$ cat src/rtl/ast_arb_pkg.sv
// rtl/ast_arb_pkg.sv - shared state type and round-robin pick helper for ast_packet_arbiter
package ast_arb_pkg;

  typedef enum logic {IDLE = 1'b0, BUSY = 1'b1} arb_state_t;

  localparam int unsigned MAX_SRC = 16;
  localparam int unsigned IDX_W   = 4;

  // Scan upward from ptr, wrapping at n; with no request the result is ptr and is ignored by callers.
  function automatic logic [IDX_W-1:0] rr_pick(input logic [MAX_SRC-1:0] req,
                                               input logic [IDX_W-1:0]   ptr,
                                               input int unsigned        n);
    logic [IDX_W-1:0] win;
    logic             found;
    int unsigned      idx;
    win   = ptr;
    found = 1'b0;
    for (int unsigned off = 0; off < MAX_SRC; off++) begin
      idx = (32'(ptr) + off) % n;
      if ((off < n) && !found && req[idx[IDX_W-1:0]]) begin
        win   = IDX_W'(idx);
        found = 1'b1;
      end
    end
    return win;
  endfunction

endpackage

$ cat src/rtl/ast_rr_selector.sv
// rtl/ast_rr_selector.sv - combinational winner select; AST_ARB_FIXED_PRIO_EN selects fixed priority
module ast_rr_selector
  import ast_arb_pkg::*;
#(
  parameter int N_SRC = 4,
  parameter int GNT_W = 2
) (
  input  logic [N_SRC-1:0] i_req,
`ifndef AST_ARB_FIXED_PRIO_EN
  input  logic [GNT_W-1:0] i_rr_ptr,
`endif
  output logic [GNT_W-1:0] o_winner
);

  logic [MAX_SRC-1:0] w_req_ext;
  logic [IDX_W-1:0]   w_ptr;

  always_comb begin
    w_req_ext = '0;
    w_req_ext[N_SRC-1:0] = i_req;
  end

`ifdef AST_ARB_FIXED_PRIO_EN
  // A scan anchored at zero is exactly lowest-index-wins.
  assign w_ptr = '0;
`else
  assign w_ptr = IDX_W'(i_rr_ptr);
`endif

  assign o_winner = GNT_W'(rr_pick(w_req_ext, w_ptr, N_SRC));

endmodule

$ cat src/rtl/ast_packet_arbiter.sv
// rtl/ast_packet_arbiter.sv - packet-locked N:1 Avalon-ST arbiter; AST_ARB_FIXED_PRIO_EN selects fixed priority
module ast_packet_arbiter
  import ast_arb_pkg::*;
#(
  parameter int N_SRC     = 4,
  parameter int DATA_W    = 64,
  parameter int EMPTY_W   = 3,
  parameter int CHANNEL_W = 2
) (
  input  logic                       clk,
  input  logic                       rst_n,
  input  logic [N_SRC*DATA_W-1:0]    snk_ast_data,
  input  logic [N_SRC-1:0]           snk_ast_startofpacket,
  input  logic [N_SRC-1:0]           snk_ast_endofpacket,
  input  logic [N_SRC-1:0]           snk_ast_valid,
  input  logic [N_SRC*EMPTY_W-1:0]   snk_ast_empty,
  output logic [N_SRC-1:0]           snk_ast_ready,
  output logic [DATA_W-1:0]          src_ast_data,
  output logic                       src_ast_startofpacket,
  output logic                       src_ast_endofpacket,
  output logic                       src_ast_valid,
  output logic [EMPTY_W-1:0]         src_ast_empty,
  output logic [CHANNEL_W-1:0]       src_ast_channel,
  input  logic                       src_ast_ready
);

  localparam int GNT_W = $clog2(N_SRC);

  if ((N_SRC < 2) || (N_SRC > 16)) begin : g_bad_nsrc
    $error("ast_packet_arbiter: N_SRC must be in 2..16");
  end
  if (CHANNEL_W < GNT_W) begin : g_bad_chan
    $error("ast_packet_arbiter: CHANNEL_W too narrow for N_SRC");
  end

  arb_state_t                      r_state;
  logic [GNT_W-1:0]                r_grant;
  logic [DATA_W-1:0]               r_data;
  logic                            r_sop;
  logic                            r_eop;
  logic                            r_valid;
  logic [EMPTY_W-1:0]              r_empty;
  logic [CHANNEL_W-1:0]            r_channel;

  logic [N_SRC-1:0][DATA_W-1:0]    w_data_arr;
  logic [N_SRC-1:0][EMPTY_W-1:0]   w_empty_arr;
  logic [GNT_W-1:0]                w_winner;
  logic                            w_out_free;
  logic                            w_accept;
  logic                            w_g_eop;

  assign w_data_arr  = snk_ast_data;
  assign w_empty_arr = snk_ast_empty;
  assign w_g_eop     = snk_ast_endofpacket[r_grant];
  assign w_out_free  = !r_valid || src_ast_ready;
  assign w_accept    = (r_state == BUSY) && snk_ast_valid[r_grant] && w_out_free;

`ifdef AST_ARB_FIXED_PRIO_EN
  ast_rr_selector #(.N_SRC(N_SRC), .GNT_W(GNT_W)) u_sel (
    .i_req    (snk_ast_valid),
    .o_winner (w_winner)
  );
`else
  logic [GNT_W-1:0] r_rr_ptr;
  logic [GNT_W-1:0] w_next_ptr;

  assign w_next_ptr = (r_grant == GNT_W'(N_SRC - 1)) ? '0 : r_grant + 1'b1;

  ast_rr_selector #(.N_SRC(N_SRC), .GNT_W(GNT_W)) u_sel (
    .i_req    (snk_ast_valid),
    .i_rr_ptr (r_rr_ptr),
    .o_winner (w_winner)
  );
`endif

  // Only the locked source may see ready, and only while the output stage can take a beat.
  always_comb begin
    snk_ast_ready = '0;
    if (r_state == BUSY) snk_ast_ready[r_grant] = w_out_free;
  end

  always_ff @(posedge clk or negedge rst_n) begin
    if (!rst_n) begin
      r_state   <= IDLE;
      r_grant   <= '0;
`ifndef AST_ARB_FIXED_PRIO_EN
      r_rr_ptr  <= '0;
`endif
      r_data    <= '0;
      r_sop     <= 1'b0;
      r_eop     <= 1'b0;
      r_valid   <= 1'b0;
      r_empty   <= '0;
      r_channel <= '0;
    end else begin
      case (r_state)
        IDLE: begin
          if (|snk_ast_valid) begin
            r_grant <= w_winner;
            r_state <= BUSY;
          end
        end
        BUSY: begin
          if (w_accept && w_g_eop) begin
            r_state  <= IDLE;
`ifndef AST_ARB_FIXED_PRIO_EN
            r_rr_ptr <= w_next_ptr;
`endif
          end
        end
        default: r_state <= IDLE;
      endcase

      if (w_accept) begin
        r_data    <= w_data_arr[r_grant];
        r_sop     <= snk_ast_startofpacket[r_grant];
        r_eop     <= w_g_eop;
        r_empty   <= w_empty_arr[r_grant];
        r_channel <= CHANNEL_W'(r_grant);
        r_valid   <= 1'b1;
      end else if (src_ast_ready) begin
        r_valid   <= 1'b0;
      end
    end
  end

  assign src_ast_data          = r_data;
  assign src_ast_startofpacket = r_sop;
  assign src_ast_endofpacket   = r_eop;
  assign src_ast_valid         = r_valid;
  assign src_ast_empty         = r_empty;
  assign src_ast_channel       = r_channel;

endmodule
$ cat config.mk
export PLATFORM = sky130hd
export DESIGN_NAME = ast_packet_arbiter
export DESIGN_NICKNAME = d
export VERILOG_FILES = /design/src/rtl/ast_arb_pkg.sv /design/src/rtl/ast_rr_selector.sv /design/src/rtl/ast_packet_arbiter.sv
export SDC_FILE = /design/constraint.sdc
export NUM_CORES = 1
export LEC_CHECK = 0
export CAP_MARGIN = 20
export CORE_AREA = 3 3 138 140
export CTS_BUF_LIST = sky130_fd_sc_hd__clkbuf_4
export DETAILED_ROUTE_END_ITERATION = 12
export DIE_AREA = 0 0 141 143
export PLACE_DENSITY = 0.65
export SYNTH_ARGS = -nofsm -noshare
export SYNTH_HDL_FRONTEND = slang
export SYNTH_SLANG_ARGS = --single-unit
$ cat constraint.sdc
create_clock -name clk -period 2.9 [get_ports clk]
set_input_delay 0.87 -clock clk [delete_from_list [all_inputs] [get_ports clk]]
set_output_delay 0.87 -clock clk [all_outputs]
set_load 0.03 [all_outputs]
---- Word level (Yosys, flattened, before mapping) ----
Cells that the tools add are included.
W data, S select, Z words.
operators by class
  $add $sub $neg .......................... 4
  order comparisons ....................... 6
  eq/ne operators ......................... 1
  mux-type cells .......................... 33
  bitwise gates (word level) .............. 2
  reduce and logical (&&, ||, !) cells .... 16
operators with widths
  kind                   count
  $bmux W64 S2           1
  $mux W64               1
  $lt A2 B5 Y1 const B   4
  $mux W1                15
  $bmux W1 S2            7
  $mux W2                4
  $logic_and A1 B1 Y1    7
  $bmux W3 S2            1
  $add A2 B1 Y2 const B  2
  $add A2 B2 Y2 const B  2
  $and A4 B4 Y4          1
  $logic_not A1 Y1       4
  $mux W4                1
  $reduce_and A2 Y1      2
  $reduce_or A4 Y1       1
  $lt A2 B3 Y1 const B   1
  $mux W3                1
  $demux W1 S2           1
  $eq A2 B2 Y1 const B   1
  $ge A2 B1 Y1 const B   1
  $pmux W1 S2            1
  $reduce_bool A2 Y1     1
  $logic_or A1 B1 Y1     1
  $not A1 Y1             1
word-level totals
  bits in registers ....................... 77
  input bits .............................. 283
  output and inout port bits .............. 76
  word-level logic and storage cells ...... 71

---- Depth between registers and ports, before layout ----
Gate-level depths: netlist (run 1).
  depth in word-level cells ............... 12
  gate-level depth with buffers ........... 5
  mapped depth without buffers ............ 3

---- Hierarchy ----
Synthesis (run 1) repeated with hierarchy kept, for this count alone.
second synthesis, totals
  cells, all modules ...................... 284
  area total of the unflattened synthesis .. 4778.3 µm²
modules (own cells, without submodules)
  module              instances  cells an instance  area each (µm²)  sequential area each (µm²)
  ast_packet_arbiter  1          270                4683.2           1926.8
  ast_rr_selector     1          14                 95.1             0.0

---- Least setup slack after synthesis (run 1) ----
Ideal clock, no wire load.
  kind .................................... input to output
  from .................................... input src_ast_ready
  to ...................................... output snk_ast_ready[0]
  arrival time ............................ 1590 ps
  required time ........................... 2030 ps
  setup slack ............................. 440 ps
  cell stages on the path ................. 3
  path buffers ............................ 1
  cell sequence ........................... nand2b_1 -> clkbuf_1 -> and3_1
between the ends
  word-level cells in the longest chain between the ends .. 3
ends and longest elaborated chain
  element                  line                      RTL
  start: declaration       ast_packet_arbiter.sv:24  input logic src_ast_ready
  $logic_or A1 B1 Y1       ast_packet_arbiter.sv:55  assign w_out_free = !r_valid || src_ast_ready;
  $and A4 B4 Y4 (no line)  -
  $mux W4                  ast_packet_arbiter.sv:79  if (r_state == BUSY) snk_ast_ready[r_grant] = w_out_free;
  end: declaration         ast_packet_arbiter.sv:17  output logic [N_SRC-1:0] snk_ast_ready,
Every way passes these cells.

---- Worst setup path after layout (run 1) ----
  from .................................... input src_ast_ready
  to ...................................... output snk_ast_ready[3]
The elaborated chain is that of the path after synthesis.

==> run metrics, run 1 <==
synth top area cells dfrtp_1 (40%), mux4_2 (33%), mux2_2 (17%); status completed; final worst-path cycle share 0.945; cell with the most instances after synthesis dfrtp_1; Distinct cells, synth 31; width of the die 141 µm; Tot GR Track Use 0.171; worst clock skew 0.0183 ns; EDFF count, synth 0; largest net degree at the start of global routing 49; post-CTS sizing 0; Slew Viols, Final 0; Worst Path Required 2.03 ns; CP max stage delay 0.48 ns; WL per Instance 20.6 µm; grt met3 use 0.0606; most used routing layer met2; drt initial violations 80; clk root buf clkbuf_4; Slowest-stage cell, CP clkdlybuf4s50_1; post-CTS setup buffers 0; Reg clk slew, reported paths 0.12 ns; #FFs+latches synth 77; initial antenna violation count 0; Final HPWL DP 14.8 mm; leading area contributor after synthesis dfrtp_1; placed cell areas 0.00858 mm²; met2 usage 0.319; DP Worst Slack 0.101 ns; final setup fails 0; delay-heaviest family, CP buffers and inverters; Avg Vias per Cell a little under 5; Clock Tree Buf Depth 2; final hold vios 0; Hold WS 0.386 ns; share of layout cells above drive strength 1 0.274; CTS tree yes; Pwr per Cell Area 940 mW/mm²; die height 143 µm; GP Congestion ~0.85; WP buf/inv 2; Synthesized Nets approximately 570; Rel. slew slack 0.535; setup ws final around 0.16 ns; share of Yosys cell area claimed by the top area cell type 0.404; synth warn 0; number of H-tree levels 3; Filler Cells Inserted 1544; Remaining DRCs 0; critical path type in -> out; most common flop cell mapped by yosys dfrtp_1; sequential-to-total area share from yosys stat 0.404; Mapped Cells 285; Avg Cell Area, Syn ~17 µm²; Hold Crit Class in -> async; ANT cells 0; number of global-route vias before repair 4533; worst-skew pair later-pin latency 0.44 ns; Die Footprint 0.0202 mm²; CP arrival approximately 1.9 ns; Reg-to-Reg Start r_grant[0]; Final min period 2.74 ns; Hold Buf Count CTS 0; peak supply drop 0.515 mV; Cell Rows 49; clock sink total 77; Vias around 4200; clock buffer count from CTS 9; met1 usage 0.187; Leak between 0.003 and 0.004 µW; Post-Syn Area about 0.0048 mm²; first-pass GRT wire length around 26 mm; RSZ-0062 raised after global routing false; FMAX between 0.3 and 0.4 GHz; Setup crit start kind input pin; fin cells approximately 870; Initial Util 0.265; nets@finish 926; Commonest cells post-synth dfrtp_1 (77), mux2_2 (73), mux4_2 (70); DR pass1 iterations 4; grt total ovfl 0; Least-Margin Pin Slew 0.698 ns; setup TNS 0 ns; Area Growth Syn to Fin 83.3%; post-route ant nets 0; max-cap violations 0; Crit. End Element output pin; # IOs roughly 360; input/output buffers 358; dpl cells about 860; Max FO, Critical Path 5; Post-Route WL 18.0 mm; core area 0.0180 mm²; Final Cell Area 0.00873 mm²; CP Launch Point src_ast_ready; critical path cell sequence clkdlybuf4s50_1, nand2b_1, and3_1, buf_4; Synth async-reset ratio 1.00
==> per-layer routing <==
metal / wire [µm] / vias up
met2: 9850 / 194
met4: 348 / 0
li1: - / 1867
met3: 1390 / 23
met5: 0 / -
met1: 6360 / 2107
==> sequential cells by signal, summed over array words and instances (netlist names) <==
signal,cells
r_state,1
src_ast_startofpacket,1
r_grant,2
src_ast_endofpacket,1
src_ast_data,64
r_rr_ptr,2
src_ast_channel,2
src_ast_empty,3
src_ast_valid,1
==> where the power goes <==
group          internal [µW]  switching (µW)
Clock                    351             380
Combinational           2890            2510
Sequential              1650             436
==> area by class of cell <==
type	instances	area, µm²	area share
Multi-Input combinational cell	180	2670	0.305
Sequential cell	77	1930	0.221
Inverter	3	11.3	0.00129
Clock buffer	10	75.1	0.00859
Clock inverter	5	76.3	0.00874
Timing Repair Buffer	368	3680	0.422
Tap cell	229	287	0.0328
==> worst paths after layout <==
path	endpoint	slack (ns)	cells past startpoint
worst max-delay path	snk_ast_ready[3]	0.16	4
worst min-delay path	src_ast_data[0]	0.39	1
worst max register to register	src_ast_data[9]	0.63	3
worst min register to register	src_ast_endofpacket	0.51	1
max in group asynchronous	src_ast_data[36]	1.89	2
min in group clk	src_ast_endofpacket	0.51	1
==> cell usage in the layout, fill, tap and decap left out <==
cell type and count:
a21boi_0 1, and2_1 1, a21oi_1 2, nor2_1 2, a211o_1 1, nand4_1 1
nor3_1 1, clkbuf_4 10, nand2_1 2, a31oi_1 2, nor2b_1 3, dfrtp_4 2
clkinvlp_4 1, inv_1 3, mux2_2 73, bufinv_16 2, o21bai_1 2, clkinv_2 1
a21bo_2 1, clkdlybuf4s50_1 353, buf_4 12, nand2b_1 2, ha_1 4, o2bb2ai_1 1
a41o_1 1, dfrtp_1 75, buf_12 3, a21o_1 1, nand3_4 1, mux4_2 70
clkinv_1 1, and3_1 4, nand3_1 1, or4_1 1, o21ai_0 2
==> metrics by stage <==
step / utilization / power (µW)
4_1_cts: 0.486 / 8380
3_5_place_dp: 0.478 / 7620
2_1_floorplan: - / 5540
3_3_place_gp: 0.478 / 7510
6_report: 0.486 / 8210
5_1_grt: 0.486 / 8690
==> cell families (layout without fill, tap and decap cells) <==
| logic type | Yosys count | after routing | synth area share |
|---|---|---|---|
| and+or+nand+nor | 19 | 19 | 0.0249 |
| AOI/OAI and AO/OA | 14 | 14 | 0.0210 |
| DFF | 77 | 77 | 0.404 |
| adders and majority gates | 4 | 4 | 0.0105 |
| buffers and inverters | 28 | 386 | 0.0360 |
| muxes | 143 | 143 | 0.503 |
Power figures use the tool's default switching activity.
==> run 2: changes to the inputs <==
--- a/config.mk
+++ b/config.mk
@@ -11,6 +11,7 @@
 export DETAILED_ROUTE_END_ITERATION = 12
 export DIE_AREA = 0 0 141 143
 export PLACE_DENSITY = 0.65
+export REMOVE_ABC_BUFFERS = 1
 export SYNTH_ARGS = -nofsm -noshare
 export SYNTH_HDL_FRONTEND = slang
 export SYNTH_SLANG_ARGS = --single-unit
==> run metrics, run 2 (same netlist as run 1, synthesis figures left out) <==
status completed (unchanged); CP arrival 1.80 ns (was 1.87 ns); # IOs 359 (unchanged); Pwr per Cell Area 932 mW/mm² (was 940 mW/mm²); max-cap violations 0 (unchanged); Vias 4145 (was 4191); worst-skew pair later-pin latency 0.43 ns (was 0.44 ns); critical path type in -> out (unchanged); r2r setup slk 0.68 ns (was 0.63 ns); clock buffer count from CTS 9 (unchanged); final setup fails 0 (unchanged); post-route ant nets 0 (unchanged); Post-Route WL 17.6 mm (was 18.0 mm); CP Launch Point src_ast_ready (unchanged); drt initial violations 100 (was 80); Max FO, Critical Path 5 (unchanged); Initial Util 0.265 (unchanged); width of the die 141 µm (unchanged); Remaining DRCs 0 (unchanged); clk root buf clkbuf_4 (unchanged); Reg clk slew, reported paths 0.12 ns (about the same); placed cell areas 0.00861 mm² (was 0.00858 mm²); critical path cell sequence clkdlybuf4s50_1, nand2b_1, and3_1, buf_4 (unchanged); Area Growth Syn to Fin 83.3% (about the same); post-CTS sizing 0 (unchanged); die height 143 µm (unchanged); most frequent cells in the layout clkdlybuf4s50_1 (353), dfrtp_1 (75), mux2_2 (73), mux4_2 (70), buf_4 (15) (was clkdlybuf4s50_1 (353), dfrtp_1 (75), mux2_2 (73), mux4_2 (70), buf_4 (12)); Hold Buf Count CTS 0 (unchanged); largest net degree at the start of global routing 44 (was 49); input/output buffers 358 (unchanged); Tot GR Track Use 0.169 (was 0.171); grt total ovfl 0 (unchanged); Final HPWL DP 14.7 mm (was 14.8 mm); Clock power frac 0.077 (was 0.089); max reg flops 64 (unchanged); DR pass1 iterations 4 (unchanged); CP max stage delay 0.39 ns (was 0.48 ns); Die Footprint 0.0202 mm² (unchanged); commonest non-fill, non-tap cell in the layout clkdlybuf4s50_1 (unchanged); share of layout cells above drive strength 1 0.279 (was 0.274); Rel. slew slack 0.622 (was 0.535); Crit. End Element output pin (unchanged); Least-Margin Pin Slew 0.567 ns (was 0.698 ns); Cell Int Power 4830 µW (was 4890 µW); number of H-tree levels 3 (unchanged); R2R depth 4 (was 3); post-CTS setup buffers 0 (unchanged); FMAX 0.374 GHz (was 0.365 GHz); RSZ-0062 raised after global routing false (unchanged); Final Cell Area 0.00873 mm² (about the same); Worst Path Required 2.03 ns (about the same); clock sink total 77 (unchanged); GP Congestion 0.826 (was 0.847); Cell Rows 49 (unchanged); core area 0.0180 mm² (unchanged); setup TNS 0 ns (unchanged); CTS tree yes (unchanged); Slew Viols, Final 0 (unchanged); combinational power share 0.676 (was 0.657); Clock Tree Buf Depth 2 (unchanged); peak supply drop 0.638 mV (was 0.515 mV); first-pass GRT wire length 25.9 mm (was 26.4 mm); Setup crit start kind input pin (unchanged); Avg Vias per Cell 4.74 (was 4.81); Final min period 2.67 ns (was 2.74 ns); Slowest-stage cell, CP clkdlybuf4s50_1 (unchanged); r2r endpoint r_rr_ptr[0] (was src_ast_data[9]); initial antenna violation count 0 (unchanged); final worst-path cycle share 0.921 (was 0.945); ANT cells 0 (unchanged); number of global-route vias before repair 4606 (was 4533); nets@finish 929 (was 926); switching share of power 0.407 (was 0.404); final hold vios 0 (unchanged); Hold Crit Class in -> async (unchanged); worst clock skew 0.00777 ns (was 0.0183 ns); Net Sw Power 3310 µW (was 3320 µW); WL per Instance 20.1 µm (was 20.6 µm); sequential share of power 0.246 (was 0.254); Leak 0.00334 µW (about the same); Reg-to-Reg Start r_grant[0] (unchanged)
-- run 2: changes by cell type in the layout (fill, tap and decap cells not counted), sizes merged --
cell,delta
buf,+3
bufinv,-1
clkinv,+1
-- run 2: final cells by class --
class                      instances  area (µm²)
clock buffer                      10        75.1
fill                            1622        9230
inverter                           3        11.3
timing repair buffer             371        3710
clock inverter                     5        52.6
sequential                        77        1930
tap                              229         287
multi-input combinational        180        2670
-- run 2: worst max path at each step --
| stage | to | cells past startpoint |
|---|---|---|
| finish | snk_ast_ready[2] | 4 |
| global route | snk_ast_ready[2] | 4 |
| CTS | snk_ast_ready[2] | 4 |
| detailed placement | src_ast_data[54] | 5 |
| global placement | snk_ast_ready[3] | 4 |
| floorplan | snk_ast_ready[2] | 3 |
-- run 2: stage by stage --
step / setup slack, ns / hold slack, ns / instances / utilization / total power [µW]
3_5_place_dp: 0.193 / 0.477 / 860 / 0.479 / 7640
6_report: 0.229 / 0.365 / 875 / 0.486 / 8140
3_3_place_gp: 0.232 / 0.477 / 860 / 0.479 / 7540
4_1_cts: 0.222 / 0.328 / 875 / 0.486 / 8300
2_1_floorplan: -1.76 / 0.520 / 260 / - / 5500
5_1_grt: 0.158 / 0.328 / 875 / 0.486 / 8630
-- run 2: worst max-delay path, delay by kind of cell --
family / cells / cell delay [ns]
buffers and inverters: 2 / 0.55
and+or+nand+nor: 2 / 0.38
-- run 2: power by group through the flow --
stage,Sequential [µW],Combinational [µW],Clock [µW]
final,2010,5500,630
after global routing,2080,5840,719
after CTS,2010,5620,672
after detailed placement,2040,5600,0
after global placement,2020,5510,0
after floorplan,3300,2210,0
-- run 2: per-layer routing --
layer / vias to the layer above / wire length (µm) / GRT usage
met1: 2086 / 6390 / 0.189
li1: 1871 / - / -
met3: 13 / 1370 / 0.0579
met5: - / 0 / 0
met2: 175 / 9670 / 0.315
met4: 0 / 169 / 0.0316
